$ cat src/rtl/fft_agu_seq.sv
// +--------------------------------------------------------------------------+
// | fft_agu_seq : radix-2 FFT butterfly sequencer with level-boundary stalls  |
// | Rev 1.0                                                                   |
// +--------------------------------------------------------------------------+
`default_nettype none

module fft_agu_seq #(
  parameter int M        = 9,
  parameter int BFLY_LAT = 2
) (
  input  logic         clk_i,
  input  logic         reset_i,
  input  logic         start_i,
  output logic [M-1:0] level_o,
  output logic [M-1:0] index_o,
  output logic         rd_en_o,
  output logic         wr_en_o,
  output logic [M-1:0] wr_level_o,
  output logic [M-1:0] wr_index_o,
  output logic         busy_o,
  output logic         done_o
);

  localparam int                IW       = M - 1;
  localparam int                CW       = $clog2(BFLY_LAT + 1);
  localparam logic [IW-1:0]     IDX_LAST = '1;
  localparam logic [M-1:0]      LVL_LAST = M'(M - 1);
  localparam logic [CW-1:0]     CNT_LAST = CW'(BFLY_LAT - 1);

  typedef enum logic [2:0] {
    S_IDLE  = 3'd0,
    S_RUN   = 3'd1,
    S_STALL = 3'd2,
    S_DRAIN = 3'd3,
    S_DONE  = 3'd4
  } state_t;

  state_t        state_q;
  logic [M-1:0]  level_q;
  logic [IW-1:0] index_q;
  logic [CW-1:0] cnt_q;
  logic          rd_en_q;
  logic          busy_q;
  logic          done_q;

  always_ff @(posedge clk_i) begin
    if (reset_i) begin
      state_q <= S_IDLE;
      level_q <= '0;
      index_q <= '0;
      cnt_q   <= '0;
      rd_en_q <= 1'b0;
      busy_q  <= 1'b0;
      done_q  <= 1'b0;
    end else begin
      done_q <= 1'b0;
      case (state_q)
        S_IDLE, S_DONE: begin
          level_q <= '0;
          index_q <= '0;
          cnt_q   <= '0;
          if (start_i) begin
            state_q <= S_RUN;
            rd_en_q <= 1'b1;
            busy_q  <= 1'b1;
          end else begin
            state_q <= S_IDLE;
            rd_en_q <= 1'b0;
            busy_q  <= 1'b0;
          end
        end
        S_RUN: begin
          if (index_q == IDX_LAST) begin
            cnt_q   <= '0;
            rd_en_q <= 1'b0;
            if (level_q == LVL_LAST) begin
              state_q <= S_DRAIN;
            end else begin
              // Advance the level now so STALL already presents the next level.
              state_q <= S_STALL;
              level_q <= level_q + 1'b1;
              index_q <= '0;
            end
          end else begin
            index_q <= index_q + 1'b1;
          end
        end
        S_STALL: begin
          if (cnt_q == CNT_LAST) begin
            state_q <= S_RUN;
            rd_en_q <= 1'b1;
          end else begin
            cnt_q <= cnt_q + 1'b1;
          end
        end
        S_DRAIN: begin
          if (cnt_q == CNT_LAST) begin
            state_q <= S_DONE;
            busy_q  <= 1'b0;
            done_q  <= 1'b1;
            level_q <= '0;
            index_q <= '0;
          end else begin
            cnt_q <= cnt_q + 1'b1;
          end
        end
        default: begin
          state_q <= S_IDLE;
          rd_en_q <= 1'b0;
          busy_q  <= 1'b0;
        end
      endcase
    end
  end

  // Write-back delay line; payload only advances with a valid beat so the tail holds.
  logic [BFLY_LAT-1:0] vld_q;
  logic [M-1:0]        lvl_q [BFLY_LAT];
  logic [IW-1:0]       idx_q [BFLY_LAT];

  always_ff @(posedge clk_i) begin
    if (reset_i) begin
      vld_q <= '0;
      for (int k = 0; k < BFLY_LAT; k++) begin
        lvl_q[k] <= '0;
        idx_q[k] <= '0;
      end
    end else begin
      vld_q[0] <= rd_en_q;
      if (rd_en_q) begin
        lvl_q[0] <= level_q;
        idx_q[0] <= index_q;
      end
      for (int k = 1; k < BFLY_LAT; k++) begin
        vld_q[k] <= vld_q[k-1];
        if (vld_q[k-1]) begin
          lvl_q[k] <= lvl_q[k-1];
          idx_q[k] <= idx_q[k-1];
        end
      end
    end
  end

  assign level_o    = level_q;
  assign index_o    = {1'b0, index_q};
  assign rd_en_o    = rd_en_q;
  assign wr_en_o    = vld_q[BFLY_LAT-1];
  assign wr_level_o = lvl_q[BFLY_LAT-1];
  assign wr_index_o = {1'b0, idx_q[BFLY_LAT-1]};
  assign busy_o     = busy_q;
  assign done_o     = done_q;

endmodule

`default_nettype wire

$ cat config.mk
export PLATFORM = sky130hd
export DESIGN_NAME = fft_agu_seq
export DESIGN_NICKNAME = d
export VERILOG_FILES = /design/src/rtl/fft_agu_seq.sv
export SDC_FILE = /design/constraint.sdc
export NUM_CORES = 1
export LEC_CHECK = 0
export ABC_AREA = 1
export BUFFER_PORTS_ARGS = -buffer_cell sky130_fd_sc_hd__buf_2
export CAP_MARGIN = 20
export CORE_AREA = 2 2 76 78
export DETAILED_ROUTE_END_ITERATION = 10
export DIE_AREA = 0 0 78 80
export PLACE_DENSITY = 0.75
export SYNTH_ARGS = -nofsm -noshare
export SYNTH_HDL_FRONTEND = slang
export SYNTH_SLANG_ARGS = --single-unit
$ cat constraint.sdc
create_clock -name clk_i -period 2.8 [get_ports clk_i]
set_input_delay 0.14 -clock clk_i [delete_from_list [all_inputs] [get_ports clk_i]]
set_output_delay 0.14 -clock clk_i [all_outputs]
set_load 0.02 [all_outputs]
==> flow_metrics.env, run 1 <==
export IMPL_synthAdderAreaFrac_pct=1.746
export IMPL_end_kind="flop"
export IMPL_cts_buffers=9
export IMPL_tritoncts="yes"
export IMPL_via_per_inst=4.697
export IMPL_cap_violations=0
export IMPL_synth_xor_area_share_pct=0.6111
export IMPL_die_w_um=78
export IMPL_rsz0062_at_grt="no"
export IMPL_gp_congestion=0.8258
export IMPL_drt_iter0_drc=142
export IMPL_synth_compound_area_share_pct=6.198
export IMPL_leakagePower_uw=0.001404
export IMPL_ant_nets=0
export IMPL_setup_ws_ns=1.118
export IMPL_maxSlewViolCount=0
export IMPL_fin_setup_tns_ns=0
export IMPL_htree_levels=3
export IMPL_critical_path_class="reg2reg"
export IMPL_grt_pass1_wl_um=8114
export IMPL_drc=0
export IMPL_start_kind="flop"
export IMPL_avgSynthCellArea_um2=8.634
export IMPL_crit_required_ns=3.06
export IMPL_wl_per_cell_um=10.59
export IMPL_area_growth_pct=13.14
export IMPL_path_clk_slew_ns=0.07
export IMPL_max_stage_delay_ns=0.42
export IMPL_period_share_pct=60.07
export IMPL_place_ws_ns=1.083
export IMPL_synthSimpleGateAreaFrac_pct=23.70
export IMPL_drive_gt1_share_pct=20.60
export IMPL_synth_top_area_cell="edfxtp_1"
export IMPL_io_pins=43
export IMPL_cts_sinks=61
export IMPL_synth_warnings=0
export IMPL_hold_class="in2reg"
export IMPL_slowest_stage="dfxtp_1"
export IMPL_rows=27
export IMPL_grt_usage_pct=16.70
export IMPL_synth_common_cells="nor2_1 (56), inv_1 (51), nand2_1 (51), edfxtp_1 (34), dfxtp_1 (27)"
export IMPL_grt_max_degree=19
export IMPL_synth_flop_cell="edfxtp_1"
export IMPL_synth_edf_count=34
export IMPL_cts_root_buf="clkbuf_8"
export IMPL_dr_total_vias=2048
export IMPL_arrival_ns=1.94
export IMPL_numPortBuffers=40
export IMPL_overflow=0
export IMPL_synth_mux_area_fraction_pct=0
export IMPL_path_delay_family="simple AND/OR/NAND/NOR gates"
export IMPL_grt_pass1_vias=1846
export IMPL_crit_buf_inv=0
export IMPL_cts_hold_buf=0
export IMPL_wirelength_um=4616
export IMPL_crit_chain="ha_1 -> nand2_2 -> nor2_4 -> nand2_2 -> a21oi_4 -> nand2_4 -> nor2_4 -> nand2_1 -> o21ai_1"
export IMPL_die_area_mm2=0.006240
export IMPL_tightest_slew_ns=0.6260
export IMPL_regArea_mm2=0.001562
export IMPL_syn_inst=332
export IMPL_maxSlewHeadroom_pct=58.16
export IMPL_post_cts_buffers=0
export IMPL_antenna_found_initial=0
export IMPL_fin_worst_skew_ns=0.009630
export IMPL_start_util_pct=53.03
export IMPL_hold_ws_ns=0.08024
export IMPL_clk_path_buf_depth=2
export IMPL_hold_violations=0
export IMPL_die_y_um=80
export IMPL_core_area_mm2=0.005405
export IMPL_cts_resized=0
export IMPL_yosys_area_top_type_share_pct=35.62
export IMPL_dr_pass1_iters=4
export IMPL_peakVddDrop_mv=0.6527
export IMPL_fin_crit_ns=1.682
export IMPL_yosysUniqueCellTypes=29
export IMPL_status="complete, no violations"
export IMPL_setup_violations_final=0
export IMPL_n_fill_cell=468
export IMPL_synthMostInstantiatedCell="nor2_1"
export IMPL_antenna_cells=0
export IMPL_synth_area_mm2=0.002866
export IMPL_clock_fmax_mhz=594.5
export IMPL_synth_area_leaders="edfxtp_1 (36%), dfxtp_1 (19%), nor2_1 (7.3%)"
export IMPL_multi_input_area_um2=934.6
export IMPL_synth_top_family_by_area="simple AND/OR/NAND/NOR gates"
export IMPL_final_nets=366
export IMPL_hpwl_um=3342
export IMPL_powerDensity_mw_per_mm2=895.7
export IMPL_worstSkewPairLatency_ns=0.34
export IMPL_yosysSeqAreaShare_pct=54.47
export IMPL_crit_fanout=9
export IMPL_synthArstFlopShare_pct=0
export IMPL_synth_seq_cells=61
area by class of cell:
type                       instances  area share, %
clock buffer                      10          4.244
clock inverter                     6          3.395
inverter                          53          6.211
multi-input combinational        193          28.82
sequential                        61          48.15
tap                               72          2.778
timing repair buffer              41          6.404
kinds of logic after synthesis:
family                   count (synthesis)
AND/OR/NAND/NOR                        152
other                                    1
buffers and inverters                   79
flip-flops                              61
AO/OA/AOI/OAI                           33
adder cells (fa/ha/maj)                  4
XOR/XNOR                                 2
report_power, final:
part | internal (uW) | switching, uW | leakage, uW
clock network | 613 | 338 | 0.000119
logic | 226 | 569 | 0.000708
registers | 1100 | 59.6 | 0.000577
total | 1940 | 967 | 0.00140
worst min-delay path: cells and delay by family:
family | cells | cell delay, ns
buffers and inverters | 1 | 0.09
and+or+nand+nor | 1 | 0.08
AOI/OAI and AO/OA | 1 | 0.06
registers in the layout, indices dropped and copies added, names as in the netlist:
signal,flops
done_o,1
index_q,8
busy_o,1
rd_en_o,1
cnt_q,2
lvl_q,18
idx_q,16
state_q,3
level_o,9
vld_q,2
placed cells by master, fill, tap and decap left out, drive strengths merged:
cell	instances
nand3	27
nand2	58
xnor2	1
nor2	61
buf	41
edfxtp	34
dfxtp	27
nand4	1
bufinv	3
nor3	4
ha	4
clkinv	1
xor2	1
conb	2
inv	53
clkinvlp	2
or2	1
a21oi	21
o22ai	1
clkbuf	10
o21ai	11
per-stage QoR:
stage / utilization [%] / total power [uW] / std cells / area (um^2)
6_report: 60.00 / 2905 / 436 / 3243
5_1_grt: 60.00 / 3087 / 436 / 3243
4_1_cts: 60.00 / 2926 / 436 / 3243
3_5_place_dp: 55.42 / 1976 / 420 / 2995
3_3_place_gp: 55.42 / 1957 / 420 / 2995
2_1_floorplan: - / 1844 / 333 / 2870
final timing paths:
check / from / end / slack (ns) / cells after the start
setup / recovery: index_q[1] / level_o[7] / 1.12 / 9
hold reg to reg: vld_q[0] / vld_q[1] / 0.46 / 2
setup reg to reg: index_q[1] / level_o[7] / 1.12 / 9
hold / removal: start_i / busy_o / 0.08 / 3
metal layers:
metal / track usage (%) / part of all wire, %
met5: 0 / 0
met4: 9.474 / 1.6
met3: 3.394 / 6.5
met2: 26.72 / 47
met1: 21.16 / 45
(Power assumes the default switching activity.)
==> run 2, diff against run 1 <==
==> config.mk (replaced) <==
export PLATFORM = sky130hd
export DESIGN_NAME = fft_agu_seq
export DESIGN_NICKNAME = d
export VERILOG_FILES = /design/src/rtl/fft_agu_seq.sv
export SDC_FILE = /design/constraint.sdc
export NUM_CORES = 1
export LEC_CHECK = 0
export ABC_AREA = 0
export BUFFER_PORTS_ARGS = -buffer_cell sky130_fd_sc_hd__buf_2
export CAP_MARGIN = 20
export CORE_AREA = 2 2 79 81
export DETAILED_ROUTE_END_ITERATION = 10
export DIE_AREA = 0 0 81 83
export PLACE_DENSITY = 0.74
export SYNTH_ARGS = -nofsm -noshare
export SYNTH_HDL_FRONTEND = slang
export SYNTH_SLANG_ARGS = --single-unit
==> constraint.sdc (replaced) <==
create_clock -name clk_i -period 1.5 [get_ports clk_i]
set_input_delay 0.075 -clock clk_i [delete_from_list [all_inputs] [get_ports clk_i]]
set_output_delay 0.075 -clock clk_i [all_outputs]
set_load 0.02 [all_outputs]
==> run 2 against run 1 <==
  * The flow now finishes with violations (negative setup slack)
  * Synthesized cell count shrank 19%
  * Count of clock-buffer cells in the layout shrank 1
  * First-iteration DRC count shrank 3.5%
  * Sequential cell count is the same
  * Worst hold slack gained 0.0024 ns
  * Routed wire length grew 32%
  * Critical path depth shrank 4
  * Register-to-register slack lost 1.3 ns
  * Synthesized area grew 1.5%
  * Sequential share of layout area shrank 6.7 points
  * Design area grew 18%
==> flow_metrics.env, run 2 <==
export IMPL_status="complete, but fails checks"
export IMPL_violations="negative setup slack"
export IMPL_grt_pass1_vias=2116
export IMPL_drt_iter0_drc=137
export IMPL_die_w_um=81
export IMPL_io_pins=43
export IMPL_cap_violations=0
export IMPL_period_share_pct=110.3
export IMPL_finalPower_uw=3746
export IMPL_hold_violations=0
export IMPL_via_per_inst=5.329
export IMPL_cts_sinks=61
export IMPL_peakVddDrop_mv=0.7174
export IMPL_grt_usage_pct=19.30
export IMPL_dr_pass1_iters=4
export IMPL_hold_class="in2reg"
export IMPL_worstSkewPairLatency_ns=0.34
export IMPL_clock_fmax_mhz=604.6
export IMPL_powerDensity_mw_per_mm2=974.8
export IMPL_syn_inst=269
export IMPL_antenna_found_initial=0
export IMPL_synth_edf_count=34
export IMPL_yosysUniqueCellTypes=48
export IMPL_synth_top_area_cell="edfxtp_1"
export IMPL_clk_path_buf_depth=2
export IMPL_drive_gt1_share_pct=42.74
export IMPL_rows=28
export IMPL_hold_ws_ns=0.08267
export IMPL_start_kind="flop"
export IMPL_wirelength_um=6115
export IMPL_cts_root_buf="clkbuf_8"
export IMPL_leakagePower_uw=0.001541
export IMPL_fin_worst_skew_ns=0.007666
export IMPL_final_cell_mix="buf_4 (48), buf_2 (40), nor2b_1 (39)"
export IMPL_drc=0
export IMPL_synthArstFlopShare_pct=0
export IMPL_tritoncts="yes"
export IMPL_gp_congestion=0.8477
export IMPL_synth_warnings=0
export IMPL_numPortBuffers=40
export IMPL_crit_fanout=6
export IMPL_antenna_cells=0
export IMPL_synthMostInstantiatedCell="nor2b_1"
export IMPL_area_growth_pct=32.03
export IMPL_path_clk_slew_ns=0.07
export IMPL_htree_levels=3
export IMPL_final_common_cell="buf_4"
export IMPL_largest_reg_flops=18
export IMPL_yosysSeqAreaShare_pct=53.65
export IMPL_synth_flop_cell="edfxtp_1"
export IMPL_ant_nets=0
export IMPL_synth_area_mm2=0.002910
export IMPL_rsz0062_at_grt="yes"
export IMPL_cts_buffers=9
export IMPL_yosys_area_top_type_share_pct=35.08
export IMPL_arrival_ns=1.86
export IMPL_setup_ws_ns=-0.1539
export IMPL_die_area_mm2=0.006723
export IMPL_synth_area_leaders="edfxtp_1 (35%), dfxtp_1 (19%), nor2b_1 (8.4%)"
export IMPL_dr_total_vias=2270
export IMPL_grt_pass1_wl_um=9984
export IMPL_hpwl_um=4051
export IMPL_maxSlewViolCount=0
export IMPL_final_nets=353
export IMPL_fin_crit_ns=1.654
export IMPL_overflow=0
export IMPL_avgSynthCellArea_um2=10.82
export IMPL_start_util_pct=50.04
export IMPL_end_kind="flop"
export IMPL_wl_per_cell_um=14.35
export IMPL_crit_required_ns=1.71
export IMPL_grt_max_degree=35
export IMPL_core_area_mm2=0.005816
export IMPL_setup_violations_final=18
export IMPL_die_y_um=83
export IMPL_synth_common_cells="nor2b_1 (39), edfxtp_1 (34), dfxtp_1 (27), buf_4 (19), a21oi_1 (15)"
export IMPL_top_register="lvl_q"
export IMPL_n_fill_cell=451
export IMPL_synth_seq_cells=61
export IMPL_critical_path_class="reg2reg"
run 2: power breakdown:
part           internal [uW]  switching (uW)  total, uW
Sequential              1840            22.2       1860
Clock                    925             638       1560
Combinational            121             203        324
Total                   2880             863       3750
run 2: kinds of logic after synthesis:
logic type	Yosys count	share of synthesized area [%]
muxes	1	0.3440
DFF	61	53.65
and+or+nand+nor	106	21.41
other	1	0.1289
buffers and inverters	36	7.652
adders and majority gates	4	1.720
AOI/OAI and AO/OA	60	15.09
run 2: final cells by class:
class	instances	area [um^2]	share of cell area [%]
flip-flops and latches	61	1592	41.42
clock inverters	7	90.09	2.345
repair buffers	95	648.1	16.87
clock buffers	9	123.9	3.224
multi-input cells	173	1267	32.99
well taps	75	93.84	2.442
inverters	6	27.53	0.7164
run 2: final timing paths:
kind	depth (start not counted)	from	slack, ns	end
worst min-delay path	3	start_i	0.08	rd_en_o
worst min register to register	2	cnt_q[1]	0.49	cnt_q[1]
worst max register to register	5	level_o[8]	-0.15	index_q[4]
worst max-delay path	5	level_o[8]	-0.15	index_q[4]
run 2: timing repair:
item | 4_1_cts | 5_1_grt
hold endpoints to repair | 2 | 0
endpoints found under the setup margin | 19 | 22
gates resized for setup | 12 | 16
pin swaps | 6 | 5
cloned | 0 | 0
setup buffers | 4 | 5
hold buffers | 1 | 0
run 2: worst max-delay path: stages (launching register included):
cell and delay, ns:
dfxtp_1 0.33, nor4_4 0.31, buf_4 0.17, a211o_1 0.21, a21oi_4 0.11, a2111oi_2 0.39
run 2: per-stage QoR:
stage / instance area (um^2) / utilization (%) / worst slack (ns) / TNS (ns) / instances
floorplan: 3010 / - / -0.1035 / -0.8852 / 270
global placement: 3455 / 59.40 / -0.1212 / -0.9770 / 401
detailed placement: 3455 / 59.40 / -0.1427 / -1.100 / 401
CTS: 3741 / 64.33 / -0.1441 / -1.362 / 421
global route: 3842 / 66.07 / -0.2502 / -2.902 / 426
finish: 3842 / 66.07 / -0.1539 / -1.341 / 426
run 2: per-layer routing:
| layer | part of all wire, % | vias up | track usage, % |
|---|---|---|---|
| li1 | - | 1119 | - |
| met1 | 42 | 1076 | 23.40 |
| met2 | 51 | 59 | 31.86 |
| met3 | 5.0 | 16 | 5.870 |
| met4 | 2.0 | 0 | 7.242 |
| met5 | 0 | - | 0 |
==> run 3, diff against run 2 <==
--- a/config.mk
+++ b/config.mk
@@ -7,11 +7,11 @@
 export LEC_CHECK = 0
 export ABC_AREA = 0
 export BUFFER_PORTS_ARGS = -buffer_cell sky130_fd_sc_hd__buf_2
-export CAP_MARGIN = 20
 export CORE_AREA = 2 2 79 81
 export DETAILED_ROUTE_END_ITERATION = 10
 export DIE_AREA = 0 0 81 83
 export PLACE_DENSITY = 0.74
+export SKIP_LAST_GASP = 1
 export SYNTH_ARGS = -nofsm -noshare
 export SYNTH_HDL_FRONTEND = slang
 export SYNTH_SLANG_ARGS = --single-unit
==> constraint.sdc (replaced) <==
create_clock -name clk_i -period 1.4 [get_ports clk_i]
set_input_delay 0.07 -clock clk_i [delete_from_list [all_inputs] [get_ports clk_i]]
set_output_delay 0.07 -clock clk_i [all_outputs]
set_load 0.02 [all_outputs]
==> run 3 against run 2 <==
  * The flow still finishes with violations (negative setup slack)
  * Via count grew 2.6%
  * Utilization grew 1.8 points
  * Design area up 2.7%
  * Sequential cell count unchanged
  * Clock skew down 0.0010 ns
  * Sequential share of layout area decreased by 1.2 points
  * Worst hold slack got worse by 0.037 ns
  * Count of clock-buffer cells in the layout stayed put
  * Clock power is 9% higher
  * Setup slack worse by 0.10 ns
  * Fmax fell by 0.16%
  * Cell count rose by 1.4%
  * Largest cell class unchanged
  * Highest routed layer unchanged
==> flow_metrics.env, run 3 (synthesized netlist as in run 2, its figures left out) <==
export IMPL_top_register="lvl_q"
export IMPL_intPower_uw=3099
export IMPL_drc=0
export IMPL_p_switching_uw=953.4
export IMPL_start_util_pct=50.04
export IMPL_violations="negative setup slack"
export IMPL_drive_gt1_share_pct=46.50
export IMPL_grt_pass1_vias=2236
export IMPL_overflow=0
export IMPL_dr_pass1_iters=4
export IMPL_io_pins=43
export IMPL_antenna_found_initial=0
export IMPL_crit_buf_inv=2
export IMPL_rows=28
export IMPL_crit_required_ns=1.63
export IMPL_worstSkewPairLatency_ns=0.34
export IMPL_crit_chain="inv_4 -> ha_4 -> and4bb_2 -> and3_4 -> a221oi_4 -> buf_12 -> a2111oi_4"
export IMPL_n_fill_cell=436
export IMPL_cts_buffers=9
export IMPL_path_delay_family="simple AND/OR/NAND/NOR gates"
export IMPL_final_common_cell="buf_4"
export IMPL_gp_congestion=0.8078
export IMPL_via_per_inst=5.391
export IMPL_combPwrFrac_pct=8.9
export IMPL_fin_crit_ns=1.657
export IMPL_hold_ws_ns=0.04523
export IMPL_peakVddDrop_mv=0.6711
export IMPL_cap_violations=0
export IMPL_hpwl_um=4216
export IMPL_numPortBuffers=40
export IMPL_multi_input_area_mm2=0.001331
export IMPL_leakagePower_uw=0.001573
export IMPL_final_util_pct=67.86
export IMPL_grt_pass1_wl_um=9984
export IMPL_wl_per_cell_um=14.91
export IMPL_core_area_mm2=0.005816
export IMPL_regArea_mm2=0.001589
export IMPL_area_growth_pct=35.60
export IMPL_dr_total_vias=2329
export IMPL_setup_violations_final=20
export IMPL_maxSlewViolCount=0
export IMPL_fin_worst_skew_ns=0.006655
export IMPL_final_cell_mix="buf_4 (57), buf_2 (40), nor2b_1 (39)"
export IMPL_ant_nets=0
export IMPL_powerDensity_mw_per_mm2=1027
export IMPL_largest_reg_flops=18
export IMPL_clock_fmax_mhz=603.7
export IMPL_slowest_stage="dfxtp_4"
export IMPL_clkPwrFrac_pct=41.8
export IMPL_die_y_um=83
export IMPL_cts_sinks=61
export IMPL_crit_fanout=7
export IMPL_end_kind="flop"
export IMPL_critical_path_class="reg2reg"
export IMPL_path_clk_slew_ns=0.07
export IMPL_setup_ws_ns=-0.2565
export IMPL_cts_root_buf="clkbuf_8"
export IMPL_start_kind="flop"
export IMPL_final_nets=359
export IMPL_max_stage_delay_ns=0.35
export IMPL_wirelength_um=6441
export IMPL_die_area_mm2=0.006723
export IMPL_hold_violations=0
export IMPL_arrival_ns=1.89
export IMPL_switching_share_pct=23.53
export IMPL_status="complete, but fails checks"
export IMPL_clk_path_buf_depth=2
export IMPL_hold_class="in2reg"
export IMPL_htree_levels=3
export IMPL_rsz0062_at_grt="yes"
export IMPL_die_w_um=81
export IMPL_grt_max_degree=35
export IMPL_cts_hold_buf=0
export IMPL_drt_iter0_drc=101
export IMPL_tritoncts="yes"
export IMPL_seqPwrFrac_pct=49.2
export IMPL_antenna_cells=0
export IMPL_grt_usage_pct=19.16
export IMPL_period_share_pct=118.3
## run 3: final cells by class
| class | instances | area share, % |
|---|---|---|
| Clock buffer | 9 | 3.139 |
| Timing Repair Buffer | 101 | 17.50 |
| Tap cell | 75 | 2.378 |
| Inverter | 6 | 0.6975 |
| Multi-Input combinational cell | 173 | 33.74 |
| Clock inverter | 7 | 2.283 |
| Sequential cell | 61 | 40.27 |
## run 3: routing by layer
| metal | track usage, % | vias to the layer above | wire length [um] |
|---|---|---|---|
| met3 | 5.326 | 12 | 304 |
| li1 | - | 1129 | - |
| met5 | 0 | - | 0 |
| met2 | 31.48 | 67 | 3257 |
| met1 | 23.30 | 1121 | 2798 |
| met4 | 8.012 | 0 | 81 |
## run 3: power groups by stage
stage / Sequential [uW] / Clock (uW) / Combinational (uW)
floorplan: 2040 / 0 / 256
global placement: 2030 / 0 / 335
detailed placement: 2040 / 0 / 341
CTS: 2000 / 1720 / 357
global route: 2000 / 1810 / 389
finish: 1990 / 1700 / 362
## run 3: worst paths after layout
path / from / end / slack, ns / depth (start not counted)
max reg2reg: level_o[1] / index_q[5] / -0.26 / 7
max: level_o[1] / index_q[5] / -0.26 / 7
min reg2reg: vld_q[0] / vld_q[1] / 0.49 / 1
min: reset_i / index_q[3] / 0.05 / 2
## run 3: timing repair
action	CTS	global route
endpoints found under the setup margin	21	21
buffers inserted	3	2
resized for setup	23	9
pin swaps	13	4
## run 3: through the flow
step	total power (uW)	instances	setup TNS [ns]	setup slack (ns)	instance area, um^2
6_report	4052	432	-3.290	-0.2565	3946
5_1_grt	4206	432	-4.140	-0.2730	3946
4_1_cts	4075	431	-3.018	-0.2355	3875
3_5_place_dp	2377	413	-3.640	-0.2665	3561
3_3_place_gp	2366	413	-3.150	-0.2411	3561
2_1_floorplan	2294	270	-2.579	-0.2034	3030
